## config.mk

```make
export PLATFORM = sky130hd
export DESIGN_NAME = bg_scroll_ctrl
export DESIGN_NICKNAME = d
export VERILOG_FILES = /design/src/rtl/bg_scroll_pkg.sv /design/src/rtl/bg_pattern.sv /design/src/rtl/bg_scroll_ctrl.sv
export SDC_FILE = /design/constraint.sdc
export NUM_CORES = 1
export LEC_CHECK = 0
export BUFFER_PORTS_ARGS = -buffer_cell sky130_fd_sc_hd__buf_2
export CAP_MARGIN = 40
export CELL_PAD_IN_SITES_DETAIL_PLACEMENT = 0
export CELL_PAD_IN_SITES_GLOBAL_PLACEMENT = 2
export CORE_ASPECT_RATIO = 1.1
export CORE_UTILIZATION = 32
export CTS_BUF_LIST = sky130_fd_sc_hd__clkbuf_16
export CTS_CLUSTER_DIAMETER = 120
export DETAILED_ROUTE_END_ITERATION = 8
export PLACE_DENSITY_LB_ADDON = 0.15
export SETUP_SLACK_MARGIN = 0.05
export SLEW_MARGIN = 25
export SYNTH_ARGS = -nofsm -noshare
export SYNTH_HDL_FRONTEND = slang
export SYNTH_HIERARCHICAL = 1
export SYNTH_SLANG_ARGS = --single-unit
```

## constraint.sdc

```tcl
create_clock -name Clock -period 3.3 [get_ports Clock]
set_input_delay 0.33 -clock Clock [delete_from_list [all_inputs] [get_ports Clock]]
set_output_delay 0.33 -clock Clock [all_outputs]
set_load 0.05 [all_outputs]
```

## src/rtl/bg_scroll_pkg.sv

```systemverilog
// bg_scroll_pkg -- shared definitions for the scrolling road background.
//   Colour constants (3-bit RGB), default screen/road geometry and the
//   redraw FSM state type. Imported by bg_pattern and bg_scroll_ctrl.
package bg_scroll_pkg;

    localparam logic [2:0] BLACK  = 3'b000;
    localparam logic [2:0] GREEN  = 3'b010;
    localparam logic [2:0] YELLOW = 3'b110;
    localparam logic [2:0] WHITE  = 3'b111;

    localparam int DEF_H_RES  = 160;
    localparam int DEF_V_RES  = 120;
    localparam int DEF_ROAD_L = 40;
    localparam int DEF_ROAD_R = 119;
    localparam int DEF_LANE_X = 79;

    typedef enum logic [1:0] {
        IDLE = 2'd0,
        DRAW = 2'd1,
        DONE = 2'd2
    } state_t;

endpackage

```

## src/rtl/bg_pattern.sv

```systemverilog
// bg_pattern -- combinational colour lookup for one background pixel.
//   Inputs : x (8b column), y (7b row), offset (4b scroll phase)
//   Output : colour (3b RGB)
//   Grass outside the road, white road edges, a 2-wide dashed yellow centre
//   line (8 rows on, 8 off, shifted down by offset), black tarmac elsewhere.
//   Build option: BG_BORDER_EN paints the outermost screen ring white,
//   overriding everything else.
module bg_pattern
    import bg_scroll_pkg::*;
#(
`ifdef BG_BORDER_EN
    parameter int H_RES  = DEF_H_RES,
    parameter int V_RES  = DEF_V_RES,
`endif
    parameter int ROAD_L = DEF_ROAD_L,
    parameter int ROAD_R = DEF_ROAD_R,
    parameter int LANE_X = DEF_LANE_X
)(
    input  logic [7:0] x,
    input  logic [6:0] y,
    input  logic [3:0] offset,
    output logic [2:0] colour
);

    localparam logic [7:0] RL  = 8'(ROAD_L);
    localparam logic [7:0] RR  = 8'(ROAD_R);
    localparam logic [7:0] LX0 = 8'(LANE_X);
    localparam logic [7:0] LX1 = 8'(LANE_X + 1);
`ifdef BG_BORDER_EN
    localparam logic [7:0] XL  = 8'(H_RES - 1);
    localparam logic [6:0] YL  = 7'(V_RES - 1);
`endif

    // (y - offset) mod 16 < 8 is just bit 3 of the difference being clear.
    logic dash_on;
    assign dash_on = ((y - {3'b000, offset}) & 7'd8) == 7'd0;

    always_comb begin
        colour = BLACK;
        if (x < RL || x > RR)
            colour = GREEN;
        else if (x == RL || x == RR)
            colour = WHITE;
        else if ((x == LX0 || x == LX1) && dash_on)
            colour = YELLOW;
`ifdef BG_BORDER_EN
        if (x == 8'd0 || x == XL || y == 7'd0 || y == YL)
            colour = WHITE;
`endif
    end

endmodule

```

## src/rtl/bg_scroll_ctrl.sv

```systemverilog
// bg_scroll_ctrl -- per-frame redraw of a scrolling road background.
//   Clock, Resetn (synchronous, active-low)
//   frame_tick/enable : start a redraw; speed (3b) rows scrolled per frame
//   x, y, colour, plot: registered pixel stream to the VGA adapter
//   busy              : redraw in progress (DRAW or DONE)
//   frame_done        : one-cycle pulse after the last pixel
//   offset            : current 4-bit scroll phase
//   overrun           : sticky, set when a tick arrives while busy
//   Build option: BG_BORDER_EN (white screen border, see bg_pattern).
module bg_scroll_ctrl
    import bg_scroll_pkg::*;
#(
    parameter int H_RES  = DEF_H_RES,
    parameter int V_RES  = DEF_V_RES,
    parameter int ROAD_L = DEF_ROAD_L,
    parameter int ROAD_R = DEF_ROAD_R,
    parameter int LANE_X = DEF_LANE_X
)(
    input  logic       Clock,
    input  logic       Resetn,
    input  logic       frame_tick,
    input  logic       enable,
    input  logic [2:0] speed,
    output logic [7:0] x,
    output logic [6:0] y,
    output logic [2:0] colour,
    output logic       plot,
    output logic       busy,
    output logic       frame_done,
    output logic [3:0] offset,
    output logic       overrun
);

    localparam logic [7:0] X_LAST = 8'(H_RES - 1);
    localparam logic [6:0] Y_LAST = 7'(V_RES - 1);

    state_t     state, state_nxt;
    logic [7:0] x_nxt;
    logic [6:0] y_nxt;
    logic [3:0] offset_nxt;
    logic       plot_nxt;
    logic [2:0] pat_colour;

    // The pattern sees the *next* coordinates/offset so colour lands in the
    // same register stage as x, y and plot.
    bg_pattern #(
`ifdef BG_BORDER_EN
        .H_RES  (H_RES),
        .V_RES  (V_RES),
`endif
        .ROAD_L (ROAD_L),
        .ROAD_R (ROAD_R),
        .LANE_X (LANE_X)
    ) u_pattern (
        .x      (x_nxt),
        .y      (y_nxt),
        .offset (offset_nxt),
        .colour (pat_colour)
    );

    always_comb begin
        state_nxt  = state;
        x_nxt      = x;
        y_nxt      = y;
        offset_nxt = offset;
        plot_nxt   = 1'b0;
        case (state)
            IDLE: begin
                if (frame_tick && enable) begin
                    // speed only matters here; later changes are never seen.
                    offset_nxt = offset + {1'b0, speed};
                    x_nxt      = 8'd0;
                    y_nxt      = 7'd0;
                    plot_nxt   = 1'b1;
                    state_nxt  = DRAW;
                end
            end
            DRAW: begin
                if (x == X_LAST && y == Y_LAST) begin
                    state_nxt = DONE;
                end else begin
                    plot_nxt = 1'b1;
                    if (x == X_LAST) begin
                        x_nxt = 8'd0;
                        y_nxt = y + 7'd1;
                    end else begin
                        x_nxt = x + 8'd1;
                    end
                end
            end
            DONE:    state_nxt = IDLE;
            default: state_nxt = IDLE;
        endcase
    end

    always_ff @(posedge Clock) begin
        if (!Resetn) begin
            state   <= IDLE;
            x       <= 8'd0;
            y       <= 7'd0;
            colour  <= BLACK;
            plot    <= 1'b0;
            offset  <= 4'd0;
            overrun <= 1'b0;
        end else begin
            state  <= state_nxt;
            x      <= x_nxt;
            y      <= y_nxt;
            offset <= offset_nxt;
            plot   <= plot_nxt;
            if (plot_nxt)
                colour <= pat_colour;
            // enable plays no part here: any tick while busy is lost.
            if (frame_tick && state != IDLE)
                overrun <= 1'b1;
        end
    end

    assign busy       = (state != IDLE);
    assign frame_done = (state == DONE);

endmodule

```

==> results.sh <==
export IMPL_violations="design-rule violations"
export IMPL_grt_use_total_pct=16.7
export IMPL_avgSynthCellArea_um2=8.22
export IMPL_synth_area_um2=1690
export IMPL_clock_sinks=26
export IMPL_numCtsBuffers=3
export IMPL_ys_warnings_count=6
export IMPL_core_um2=5030
export IMPL_vias=1599
export IMPL_drc=2
export IMPL_placed_cell_area_um2=1890
export IMPL_grt_pass1_vias=1530
export IMPL_place_congestion=0.817
export IMPL_crit_path_end_kind="register"
export IMPL_clock_skew_ns=0.00403
export IMPL_p_sw_uw=198
export IMPL_post_cts_buffers=0
export IMPL_drv_max_cap_violation_count=0
export IMPL_max_slew_margin_rel_pct=61.6
export IMPL_crit_path_max_incr_delay_ns=0.45
export IMPL_grt_max_degree=20
export IMPL_antenna_found_initial=0
export IMPL_crit_type="reg2reg"
export IMPL_finalSetupViolCount=0
export IMPL_met2_usage_pct=29.3
export IMPL_drv_slew=0
export IMPL_sw_frac_of_total_pct=27.6
export IMPL_p_int_uw=519
export IMPL_cts_root_buf="clkbuf_16"
export IMPL_rsz0062_at_grt="no"
export IMPL_rows=27
export IMPL_hp_class="in2reg"
export IMPL_worstPathRequired_ns=3.45
export IMPL_avgRoutedWirePerCell_um=15.0
export IMPL_grt_util_met1_pct=21.2
export IMPL_drive_gt1_share_pct=22.2
export IMPL_grt_ovfl_total=0
export IMPL_initial_utilization_pct=33.5
export IMPL_fin_tns_setup_ns=0
export IMPL_ios=33
export IMPL_final_hold_viol_count=0
export IMPL_cts_resized=0
export IMPL_drt_iter0_drc=71
export IMPL_drtAntennaViolNets=0
export IMPL_rrSetupSlack_ns=0.37
export IMPL_grtUsageMet3_pct=2.18
export IMPL_dp_hpwl_um=3310
export IMPL_cp_max_fo=7
export IMPL_grt_busiest_layer="met2"
export IMPL_numPortBuffers=32
export IMPL_fin_crit_ns=2.93
export IMPL_die_x_um=71.2
export IMPL_outcome="finished with violations"
export IMPL_p_clk_share_pct=38.6
export IMPL_diodes=0
export IMPL_peakVddDrop_uv=166
export IMPL_finalCritPeriodShare_pct=88.7
export IMPL_cts_max_level=1
export IMPL_clk_latency_ns=0.26
export IMPL_grt_pass1_wl_um=7360
export IMPL_hold_buffers=0
export IMPL_areaGrowthSynthToFinish_pct=16.7
export IMPL_tightest_slew_ns=0.575
export IMPL_syn_nets=220
export IMPL_seqPwrFrac_pct=45.8
export IMPL_cts_buffer_depth=2
export IMPL_layout_nets=250
export IMPL_combPwrFrac_pct=15.6
export IMPL_power_density_nw_per_um2=364
export IMPL_tritoncts="yes"
export IMPL_cpLargestDelayFamily="simple AND/OR/NAND/NOR gates"
export IMPL_synthCells=205
export IMPL_dieArea_um2=5560
export IMPL_fmax_ghz=0.342
export IMPL_cts_clk_slew_worst_paths_ns=0.07
export IMPL_dr_pass1_iters=6
export IMPL_startpoint_type="register"
export IMPL_cpMaxStageDelayCell="dfxtp_1"
export IMPL_p_leak_nw=0.877
export IMPL_vias_per_cell=5.48
export IMPL_die_y_um=78.1
export IMPL_arrival_ns=3.08
export IMPL_drt_total_wl_um=4380
export IMPL_fin_area_um2=1970
export IMPL_cp_num_buf_inv=0
export IMPL_path_cells="ha_1, nand4_1, nor2_2, nand4_1, mux2i_1, ha_1, a21oi_1, o21ai_0, xnor2_1, o211ai_1, nand2_1, mux2i_1"
==> layer usage <==
layer | wire length, um | part of all wire, %
met5 | 0 | 0
met4 | 41 | 0.94
met3 | 139 | 3.2
met2 | 2140 | 49
met1 | 2070 | 47
==> power groups by stage <==
stage          clock network (mW)  registers [mW]  logic, mW
2_1_floorplan                   0           0.358     0.0639
3_3_place_gp                    0           0.335      0.112
3_5_place_dp                    0           0.335      0.112
4_1_cts                     0.288           0.328      0.113
5_1_grt                     0.302           0.329      0.124
6_report                    0.277           0.328      0.112
==> path summary, 6_finish.rpt <==
kind                            startpoint        end  depth (start not counted)
worst max-delay path                  x[0]  colour[1]                         12
worst min-delay path            frame_tick    overrun                          3
worst max register to register        x[0]  colour[1]                         12
worst min register to register   colour[2]  colour[2]                          2
==> area by class of cell <==
class                      instances  area [um2]
tap                               58        72.6
inverter                           9        33.8
clock inverter                     1        3.75
sequential                        26         520
fill                             521        3070
clock buffer                       3        75.1
multi-input combinational        161        1090
timing repair buffer              34         175
==> cells in the final DEF (no fill, tap or decap), types with 7 or more instances in the layout <==
master   count
a21oi_1     15
buf_2       32
dfxtp_1     26
ha_1         7
inv_1        9
mux2i_1      7
nand2_1     25
nand3_1      7
nor2_1       7
o21ai_0     11
==> flip-flops by register name, summed over array words and instances (netlist names) <==
register and flops:
offset 4, state 2, plot 1, colour 3
x 8, overrun 1, y 7
==> metrics by stage <==
stage               hold slack, ns  utilization, %  power [mW]  setup slack [ns]  std cells
floorplan                    0.471               -       0.422             0.366        205
CTS                          0.335            39.1       0.729             0.363        292
detailed placement           0.456            37.5       0.448             0.390        288
global route                 0.376            39.1       0.755             0.104        292
finish                       0.341            39.1       0.717             0.373        292
global placement             0.445            37.5       0.447             0.530        288
==> worst min-delay path, delay by kind of cell <==
family / cells / cell delay (ns)
buffers and inverters: 1 / 0.10
AO/OA/AOI/OAI: 1 / 0.06
AND/OR/NAND/NOR: 1 / 0.08
Note: power is estimated with default switching activity, not from simulation.
